## src/rtl/xbar_l2_pkg.sv

```systemverilog
// Shared types for the L2 crossbar bank arbiter.
//   N_MASTERS, DATA_W : default configuration constants
//   master_id_t       : master index, sized for the default N_MASTERS
//   resp_slot_t       : one response-pipe stage {valid, master id}
package xbar_l2_pkg;

  localparam int unsigned N_MASTERS = 9;
  localparam int unsigned DATA_W    = 32;

  typedef logic [$clog2(N_MASTERS)-1:0] master_id_t;

  typedef struct packed {
    logic       valid;
    master_id_t id;
  } resp_slot_t;

endpackage

```

## src/rtl/xbar_rr_arb.sv

```systemverilog
// Round-robin arbiter holding the rotating priority pointer.
//   clk, rst   : clock, asynchronous active-high reset
//   req_i      : per-master request vector
//   gnt_o      : one-hot grant (zero when nothing requests)
//   winner_o   : index of the granted master (0 when nothing requests)
//   valid_o    : a grant was issued this cycle
module xbar_rr_arb #(
  parameter int unsigned N_MASTERS = 9,
  localparam int unsigned ID_W     = $clog2(N_MASTERS)
) (
  input  logic                 clk,
  input  logic                 rst,
  input  logic [N_MASTERS-1:0] req_i,
  output logic [N_MASTERS-1:0] gnt_o,
  output logic [ID_W-1:0]      winner_o,
  output logic                 valid_o
);

  logic [ID_W-1:0] rr_ptr_q, rr_ptr_d;

  always_comb begin
    int unsigned idx;
    gnt_o    = '0;
    winner_o = '0;
    valid_o  = 1'b0;
    rr_ptr_d = rr_ptr_q;
    // Scan starting at the pointer, wrapping modulo N_MASTERS.
    for (int unsigned k = 0; k < N_MASTERS; k++) begin
      idx = 32'(rr_ptr_q) + k;
      if (idx >= N_MASTERS) idx = idx - N_MASTERS;
      if (!valid_o && req_i[idx]) begin
        valid_o  = 1'b1;
        winner_o = ID_W'(idx);
      end
    end
    if (valid_o) begin
      gnt_o[winner_o] = 1'b1;
      rr_ptr_d = (winner_o == ID_W'(N_MASTERS - 1)) ? '0 : winner_o + ID_W'(1);
    end
  end

  always_ff @(posedge clk or posedge rst) begin
    if (rst) rr_ptr_q <= '0;
    else     rr_ptr_q <= rr_ptr_d;
  end

endmodule

```

## src/rtl/xbar_l2_bank_arbiter.sv

```systemverilog
// Per-bank round-robin arbiter: shares one single-port L2 SRAM bank among
// N_MASTERS masters, forwards the winner's command and routes the response
// back RESP_LAT cycles later.
//   req_i/add_i/wen_i/wdata_i/be_i : per-master command (wen 1 = load)
//   gnt_o                          : same-cycle one-hot grant
//   r_valid_o/r_rdata_o            : per-master response (rdata 0 for stores)
//   mem_*_o / mem_rdata_i          : bank macro interface
// Optional: define XBAR_ARB_STATS_EN to add stat_clr_i / stat_gnt_cnt_o
// (saturating 32-bit grant counter per master, clear wins over increment).
// N_MASTERS must fit in xbar_l2_pkg::master_id_t.
module xbar_l2_bank_arbiter
  import xbar_l2_pkg::*;
#(
  parameter int unsigned N_MASTERS = xbar_l2_pkg::N_MASTERS,
  parameter int unsigned ADDR_W    = 14,
  parameter int unsigned BANK_W    = 4,
  parameter int unsigned DATA_W    = xbar_l2_pkg::DATA_W,
  parameter int unsigned RESP_LAT  = 1,
  localparam int unsigned ROW_W    = ADDR_W - BANK_W,
  localparam int unsigned BE_W     = DATA_W / 8,
  localparam int unsigned ID_W     = $clog2(N_MASTERS)
) (
  input  logic                        clk,
  input  logic                        rst,
  input  logic [N_MASTERS-1:0]        req_i,
  input  logic [N_MASTERS*ADDR_W-1:0] add_i,
  input  logic [N_MASTERS-1:0]        wen_i,
  input  logic [N_MASTERS*DATA_W-1:0] wdata_i,
  input  logic [N_MASTERS*BE_W-1:0]   be_i,
  output logic [N_MASTERS-1:0]        gnt_o,
  output logic [N_MASTERS-1:0]        r_valid_o,
  output logic [N_MASTERS*DATA_W-1:0] r_rdata_o,
  output logic                        mem_req_o,
  output logic [ROW_W-1:0]            mem_add_o,
  output logic                        mem_wen_o,
  output logic [DATA_W-1:0]           mem_wdata_o,
  output logic [BE_W-1:0]             mem_be_o,
`ifdef XBAR_ARB_STATS_EN
  input  logic                        stat_clr_i,
  output logic [N_MASTERS*32-1:0]     stat_gnt_cnt_o,
`endif
  input  logic [DATA_W-1:0]           mem_rdata_i
);

  logic [ID_W-1:0] winner;
  logic            any_gnt;

  xbar_rr_arb #(.N_MASTERS(N_MASTERS)) u_arb (
    .clk      (clk),
    .rst      (rst),
    .req_i    (req_i),
    .gnt_o    (gnt_o),
    .winner_o (winner),
    .valid_o  (any_gnt)
  );

  // Command mux: bank sees zeros when idle.
  always_comb begin
    mem_req_o   = any_gnt;
    mem_add_o   = '0;
    mem_wen_o   = 1'b0;
    mem_wdata_o = '0;
    mem_be_o    = '0;
    if (any_gnt) begin
      mem_add_o   = add_i[int'(winner)*ADDR_W + BANK_W +: ROW_W];
      mem_wen_o   = wen_i[winner];
      mem_wdata_o = wdata_i[int'(winner)*DATA_W +: DATA_W];
      mem_be_o    = be_i[int'(winner)*BE_W +: BE_W];
    end
  end

  // Response pipe; a parallel load flag lets stores return zero data.
  resp_slot_t                pipe_q [RESP_LAT];
  logic       [RESP_LAT-1:0] load_q;
  resp_slot_t                slot_d;
  resp_slot_t                tail;

  always_comb begin
    slot_d       = '0;
    slot_d.valid = any_gnt;
    slot_d.id    = master_id_t'(winner);
  end

  always_ff @(posedge clk or posedge rst) begin
    if (rst) begin
      for (int unsigned i = 0; i < RESP_LAT; i++) pipe_q[i] <= '0;
      load_q <= '0;
    end else begin
      pipe_q[0] <= slot_d;
      load_q[0] <= any_gnt & mem_wen_o;
      for (int unsigned i = 1; i < RESP_LAT; i++) begin
        pipe_q[i] <= pipe_q[i-1];
        load_q[i] <= load_q[i-1];
      end
    end
  end

  always_comb begin
    tail      = pipe_q[RESP_LAT-1];
    r_valid_o = '0;
    r_rdata_o = '0;
    if (tail.valid) begin
      r_valid_o[tail.id] = 1'b1;
      if (load_q[RESP_LAT-1]) r_rdata_o[int'(tail.id)*DATA_W +: DATA_W] = mem_rdata_i;
    end
  end

`ifdef XBAR_ARB_STATS_EN
  logic [31:0] cnt_q [N_MASTERS];

  always_ff @(posedge clk or posedge rst) begin
    if (rst) begin
      for (int unsigned i = 0; i < N_MASTERS; i++) cnt_q[i] <= '0;
    end else begin
      for (int unsigned i = 0; i < N_MASTERS; i++) begin
        if (stat_clr_i)                    cnt_q[i] <= '0;
        else if (gnt_o[i] && cnt_q[i] != '1) cnt_q[i] <= cnt_q[i] + 32'd1;
      end
    end
  end

  always_comb begin
    stat_gnt_cnt_o = '0;
    for (int unsigned i = 0; i < N_MASTERS; i++) stat_gnt_cnt_o[i*32 +: 32] = cnt_q[i];
  end
`endif

endmodule

```

## config.mk

```make
export PLATFORM = sky130hd
export DESIGN_NAME = xbar_l2_bank_arbiter
export DESIGN_NICKNAME = d
export VERILOG_FILES = /design/src/rtl/xbar_l2_pkg.sv /design/src/rtl/xbar_rr_arb.sv /design/src/rtl/xbar_l2_bank_arbiter.sv
export SDC_FILE = /design/constraint.sdc
export NUM_CORES = 1
export LEC_CHECK = 0
export ABC_CLOCK_PERIOD_IN_PS = 7060
export CELL_PAD_IN_SITES_DETAIL_PLACEMENT = 0
export CELL_PAD_IN_SITES_GLOBAL_PLACEMENT = 2
export CORE_AREA = 2 2 336 338
export DETAILED_ROUTE_END_ITERATION = 7
export DIE_AREA = 0 0 338 340
export PLACE_DENSITY_LB_ADDON = 0.1
export SYNTH_ARGS = -nofsm -noshare
export SYNTH_HDL_FRONTEND = slang
export SYNTH_SLANG_ARGS = --single-unit
export TNS_END_PERCENT = 5
```

## constraint.sdc

```tcl
create_clock -name clk -period 7.06 [get_ports clk]
set_clock_uncertainty 0.2 [all_clocks]
set_input_delay 0.706 -clock clk [delete_from_list [all_inputs] [get_ports clk]]
set_output_delay 0.706 -clock clk [all_outputs]
set_load 0.05 [all_outputs]
```

# Word level (Yosys, flattened, before mapping)
# Index checks and enable logic that the tools add are counted.
# classes
n_addsub	20
mul	1
n_div	0
n_lt_le_gt_ge	22
eq_ne	1
shift	5
n_mux	60
n_bitwise	2
reduce_logical	18
# op_table
operator	n
two-way mux 288 bit	2
two-way mux 32 bit	10
AND 288 bit	1
less-than comparator 32 x 5 -> 1 bit, second input constant	9
variable shift 32 x 34 -> 288 bit, first input constant	1
indexed part select 288 x 10 -> 32 bit	1
indexed part select 32 x 34 -> 288 bit	1
>= comparator 32 x 4 -> 1 bit, second input constant	8
subtractor 32 x 4 -> 32 bit, second input constant	8
indexed part select 126 x 10 -> 10 bit	1
two-way mux 4 bit	11
binary-select mux 1 bit (select 4 bit)	10
indexed part select 36 x 7 -> 4 bit	1
negation 9 -> 34 bit	1
two-way mux 1 bit	22
adder 4 x 3 -> 5 bit, second input constant	4
two-way mux 9 bit	2
adder 4 x 2 -> 5 bit, second input constant	2
logical AND 1 bit	10
less-than comparator 4 x 5 -> 1 bit, second input constant	2
two-way mux 10 bit	1
adder 8 x 3 -> 9 bit, second input constant	1
demux 1 bit (select 4 bit)	2
>= comparator 4 x 1 -> 1 bit, second input constant	2
9 further kinds	16
# word_totals
ff_bits	10
latch_bits	0
ram_bits	0
romBits	0
output_inout_bits	354
mem_count	0

# Logic depth before layout (Yosys ltp)
# Gate-level depths: netlist (run 1).
# logic_depth
ltp_word	34
mapped_depth	25

# Cells and area by module
# A second synthesis (run 1) with hierarchy kept.
# unflattened
cells_unflattened	1411
hier_area_um2	10430.0
# by_module_without_submodules
mod	n_inst	cells_each	area_per_inst_um2
xbar_l2_bank_arbiter	1	823	6246.0
xbar_rr_arb	1	588	4184.0

# Worst setup path after synthesis (run 1)
# OpenSTA, ideal clock, no wires.
# synth_path
path_type	register to output
from	register u_arb.rr_ptr_q[2]
to	output mem_wen_o
arrival_ns	5.999
required_time_ns	6.154
slack_ns	0.155
path_stages_with_launch	21
n_path_buf	5
path_cell_list	dfrtp_1 buf_2 inv_1 clkbuf_1 ha_1 clkbuf_1 or3b_1 a21oi_1 a21oi_1 nor3_1 a211oi_1 or3_1 or4_4 o31a_1 o21a_1 a31o_1 buf_6 nand2_2 buf_2 a221oi_1 a221oi_1
# synth_via
elab_chain_cells	32
word_cells_on_any_way	90
cone_classes	add/sub (17); order compare (9); mux (48); reduce/logical (16)
# synth_rtl
item	line	text
start: declaration	xbar_rr_arb.sv:19	logic [ID_W-1:0] rr_ptr_q, rr_ptr_d;
start signal: assignment	xbar_rr_arb.sv:44	else rr_ptr_q <= rr_ptr_d;
branches (longest 31 deep; another with subtractor 32 x 4 -> 32 bit)	n/a	
two-way mux 1 bit (*)	xbar_l2_bank_arbiter.sv:64	if (any_gnt) begin
end: declaration	xbar_l2_bank_arbiter.sv:35	output logic mem_wen_o,
# Mark *: on every way between the ends. The select of a mux whose other input is x is not followed.

# Worst setup path in the final report (run 1)
# layout_path
from	register u_arb.rr_ptr_q[1]
to	output mem_wdata_o[31]
# layout_via
elab_chain_cells	31
word_cells_on_any_way	89
cone_classes	add/sub (17); order compare (9); shift (1); mux (46); reduce/logical (16)
# layout_rtl
item	line	text
branches (longest 30 deep; another with subtractor 32 x 4 -> 32 bit)	n/a	
two-way mux 32 bit (*)	xbar_l2_bank_arbiter.sv:64	
end: declaration	xbar_l2_bank_arbiter.sv:36	output logic [DATA_W-1:0] mem_wdata_o,
# Marks and branches as above.

==> impl_metrics.json, run 1 <==
{
  "status": "finished, final reports clean",
  "hold_class": "reg -> reg",
  "cpMostUsedCell": "buf_4",
  "max_cap_violations": 0,
  "drc": 0,
  "setup.worst_path.class": "reg -> out",
  "dp_hpwl_um": 83800,
  "yosysMostFrequentCell": "nand2_1",
  "ys.warnings.count": 0,
  "relSlewSlack": 0.318,
  "rsz0062_at_grt": "no",
  "async_reset_ff_frac": 1.00,
  "fin_crit_sh": 0.965,
  "use_met3": 0.0373,
  "synth.avg_cell_area_um2": 6.46,
  "grt_start_max_net_pins": 39,
  "ioPinCount": 856,
  "cts_max_path_buffers": 2,
  "htreeDepth": 1,
  "crit_family": "compound AO/OA/AOI/OAI gates",
  "grtUsageTotal": 0.161,
  "drtIter0Drc": 779,
  "seq_area_um2": 253,
  "fill_cells": 12500,
  "synth_area_mm2": 0.00977,
  "arrival_ns": 5.91,
  "grt_busiest_layer": "met2",
  "numClockSinks": 10,
  "syn-num-nets": 2045,
  "r2r_start": "u_arb.rr_ptr_q[1]$_DFFE_PP0P_",
  "synth_flop_cell": "dfrtp_1",
  "setup_tns_ns": 0,
  "grt_pass1_wl_um": 131000,
  "worstMarginPinSlew_ns": 1.02,
  "cp_max_fo": 10,
  "gp_congestion": 0.830,
  "via_count": 15300,
  "clk_pin_slew_worst_paths_ns": 0.05,
  "cp.required_ns": 6.15,
  "cts_tree": "built",
  "worst-path-buf-inv": 8,
  "multi_input_area_mm2": 0.00890,
  "postCtsHoldBufs": 0,
  "grt_use_met1": 0.170,
  "cts_setup_buffers": 0,
  "cp-end-kind": "primary output",
  "holdWs_ns": 0.482,
  "core_area_mm2": 0.112,
  "setup-violations-final": 0,
  "via_per_inst": 3.95,
  "drt-total-wl_um": 97300,
  "rows": 123,
  "die_h_um": 340,
  "syn2layout_area_growth_pct": 122,
  "worstSetupStartpointType": "register",
  "cts_root_buf": "clkbuf_16",
  "clock_latency_ns": 0.25,
  "finalHoldViolations": 0,
  "ys_seq_area_frac": 0.0256,
  "min_period_ns": 6.81,
  "final_nets": 2901,
  "synthTopCellsByCount": "nand2_1, nor2_1, and2_1",
  "wire_per_inst_um": 25.1,
  "synth_area_leader_cell": "nand2_1",
  "netlist_instances": 1513,
  "die_area_mm2": 0.115,
  "slew_viol_final": 0,
  "firstDrtPassIters": 6,
  "startpoint": "u_arb.rr_ptr_q[1]$_DFFE_PP0P_",
  "grt_pass1_vias": 15700,
  "overflow": 0,
  "worstHoldStart": "u_arb.rr_ptr_q[1]$_DFFE_PP0P_",
  "grt_util_met2": 0.323,
  "antenna_found_initial": 25,
  "drive_above_1_share": 0.163,
  "portBuffers": 819,
  "worstPathCellList": "inv_1, buf_4, ha_2, or3b_1, a21oi_4, o22ai_1, a211o_1, a221o_1, a31o_1, or4_4, nor2_1, a221o_1, a32oi_4, buf_12, buf_4, nor4b_4, buf_12, buf_4, nand2_1, a221oi_4, buf_4, buf_12",
  "postRouteAntennaNets": 0,
  "critPathMaxStageDelay_ns": 0.57,
  "initial_core_util": 0.0876,
  "die_x_um": 338,
  "netlist.area_leader.share": 0.114,
  "synth_edf_count": 0,
  "yosysUniqueCellTypes": 82,
  "cp_slowest_cell": "or4_4",
  "synth-seq-cells": 10,
  "fmax_mhz": 147,
  "numCtsBuffers": 3,
  "synthTopCellsByArea": "nand2_1, nor2_1, and2_1, mux2i_1, a221oi_2"
}
## layout by cell type (no fill, tap or decap), types with 41 or more instances in the layout
cell	netlist	layout
a221oi_1	56	55
clkdlybuf4s50_1	0	762
mux2_2	53	53
a32o_1	47	47
nand2_1	298	297
buf_12	0	80
buf_4	7	148
nor2_1	231	227
and2_1	125	123
a221oi_2	41	41
mux2i_1	66	65
## flip-flops by register name, summed over array words and instances (netlist names)
signal	cells
pipe_q	5
load_q	1
u_arb.rr_ptr_q	4
## worst paths after layout
kind / end / slack (ns) / cells after the start
max: mem_wdata_o[31] / 0.25 / 22
min: u_arb.rr_ptr_q[1]$_DFFE_PP0P_ / 0.48 / 2
max reg2reg: load_q$_DFF_PP0_ / 1.19 / 22
min reg2reg: u_arb.rr_ptr_q[1]$_DFFE_PP0P_ / 0.48 / 2
max in group asynchronous: u_arb.rr_ptr_q[0]$_DFFE_PP0P_ / 5.74 / 2
min in group asynchronous: pipe_q[0]$_DFF_PP0_ / 0.58 / 2
## logic make-up after synthesis
group | synth area share
mux | 0.140
xor+xnor | 0.0233
simple gates | 0.375
compound gates | 0.315
buf+inv | 0.0816
flops | 0.0256
fa+ha+maj | 0.0384
## layer usage
layer / vias to the layer above / share of wire / wire length [µm]
li1: 7195 / - / -
met1: 7402 / 0.37 / 35700
met2: 645 / 0.55 / 53500
met3: 74 / 0.069 / 6690
met4: 8 / 0.014 / 1330
met5: - / 0.00045 / 44
## per-stage QoR
stage	instance area [µm²]	std cells	utilization	setup WS (ns)
global route	21600	3872	0.194	0.0182
CTS	21500	3868	0.193	0.00962
floorplan	9770	1513	-	0.155
global placement	21400	3863	0.192	0.0889
detailed placement	21400	3863	0.192	0.0666
finish	21700	3875	0.194	0.247
## worst min-delay path: cells and delay by family (launching register included)
kind | cells | cell delay, ns
AOI/OAI and AO/OA | 1 | 0.10
DFF | 1 | 0.40
buffers and inverters | 1 | 0.14
## timing repair
| action | in CTS | in global routing |
|---|---|---|
| cloned | 1 | 0 |
| gates resized for setup | 3 | 21 |
| setup endpoints to repair | 3 | 47 |
| endpoints found under the hold margin | 0 | 0 |
## layout make-up
| class | instances | area share |
|---|---|---|
| well taps | 1500 | 0.0867 |
| clock buffers | 4 | 0.00364 |
| repair buffers | 993 | 0.481 |
| multi-input cells | 1332 | 0.411 |
| flip-flops and latches | 10 | 0.0117 |
| diodes | 7 | 0.000809 |
| inverters | 29 | 0.00514 |
Power of run 1 is not shown: default switching activity piles up to over one toggle a cycle in this logic, so the estimate is an artifact.
==> inputs of run 2 (changes only) <==
Settings changed: CTS_CLUSTER_SIZE set to 40.
==> results of run 2 <==
Same layout as run 1: the final DEF is identical, and so are final timing and power.
Power of run 2 is left out for the same reason.
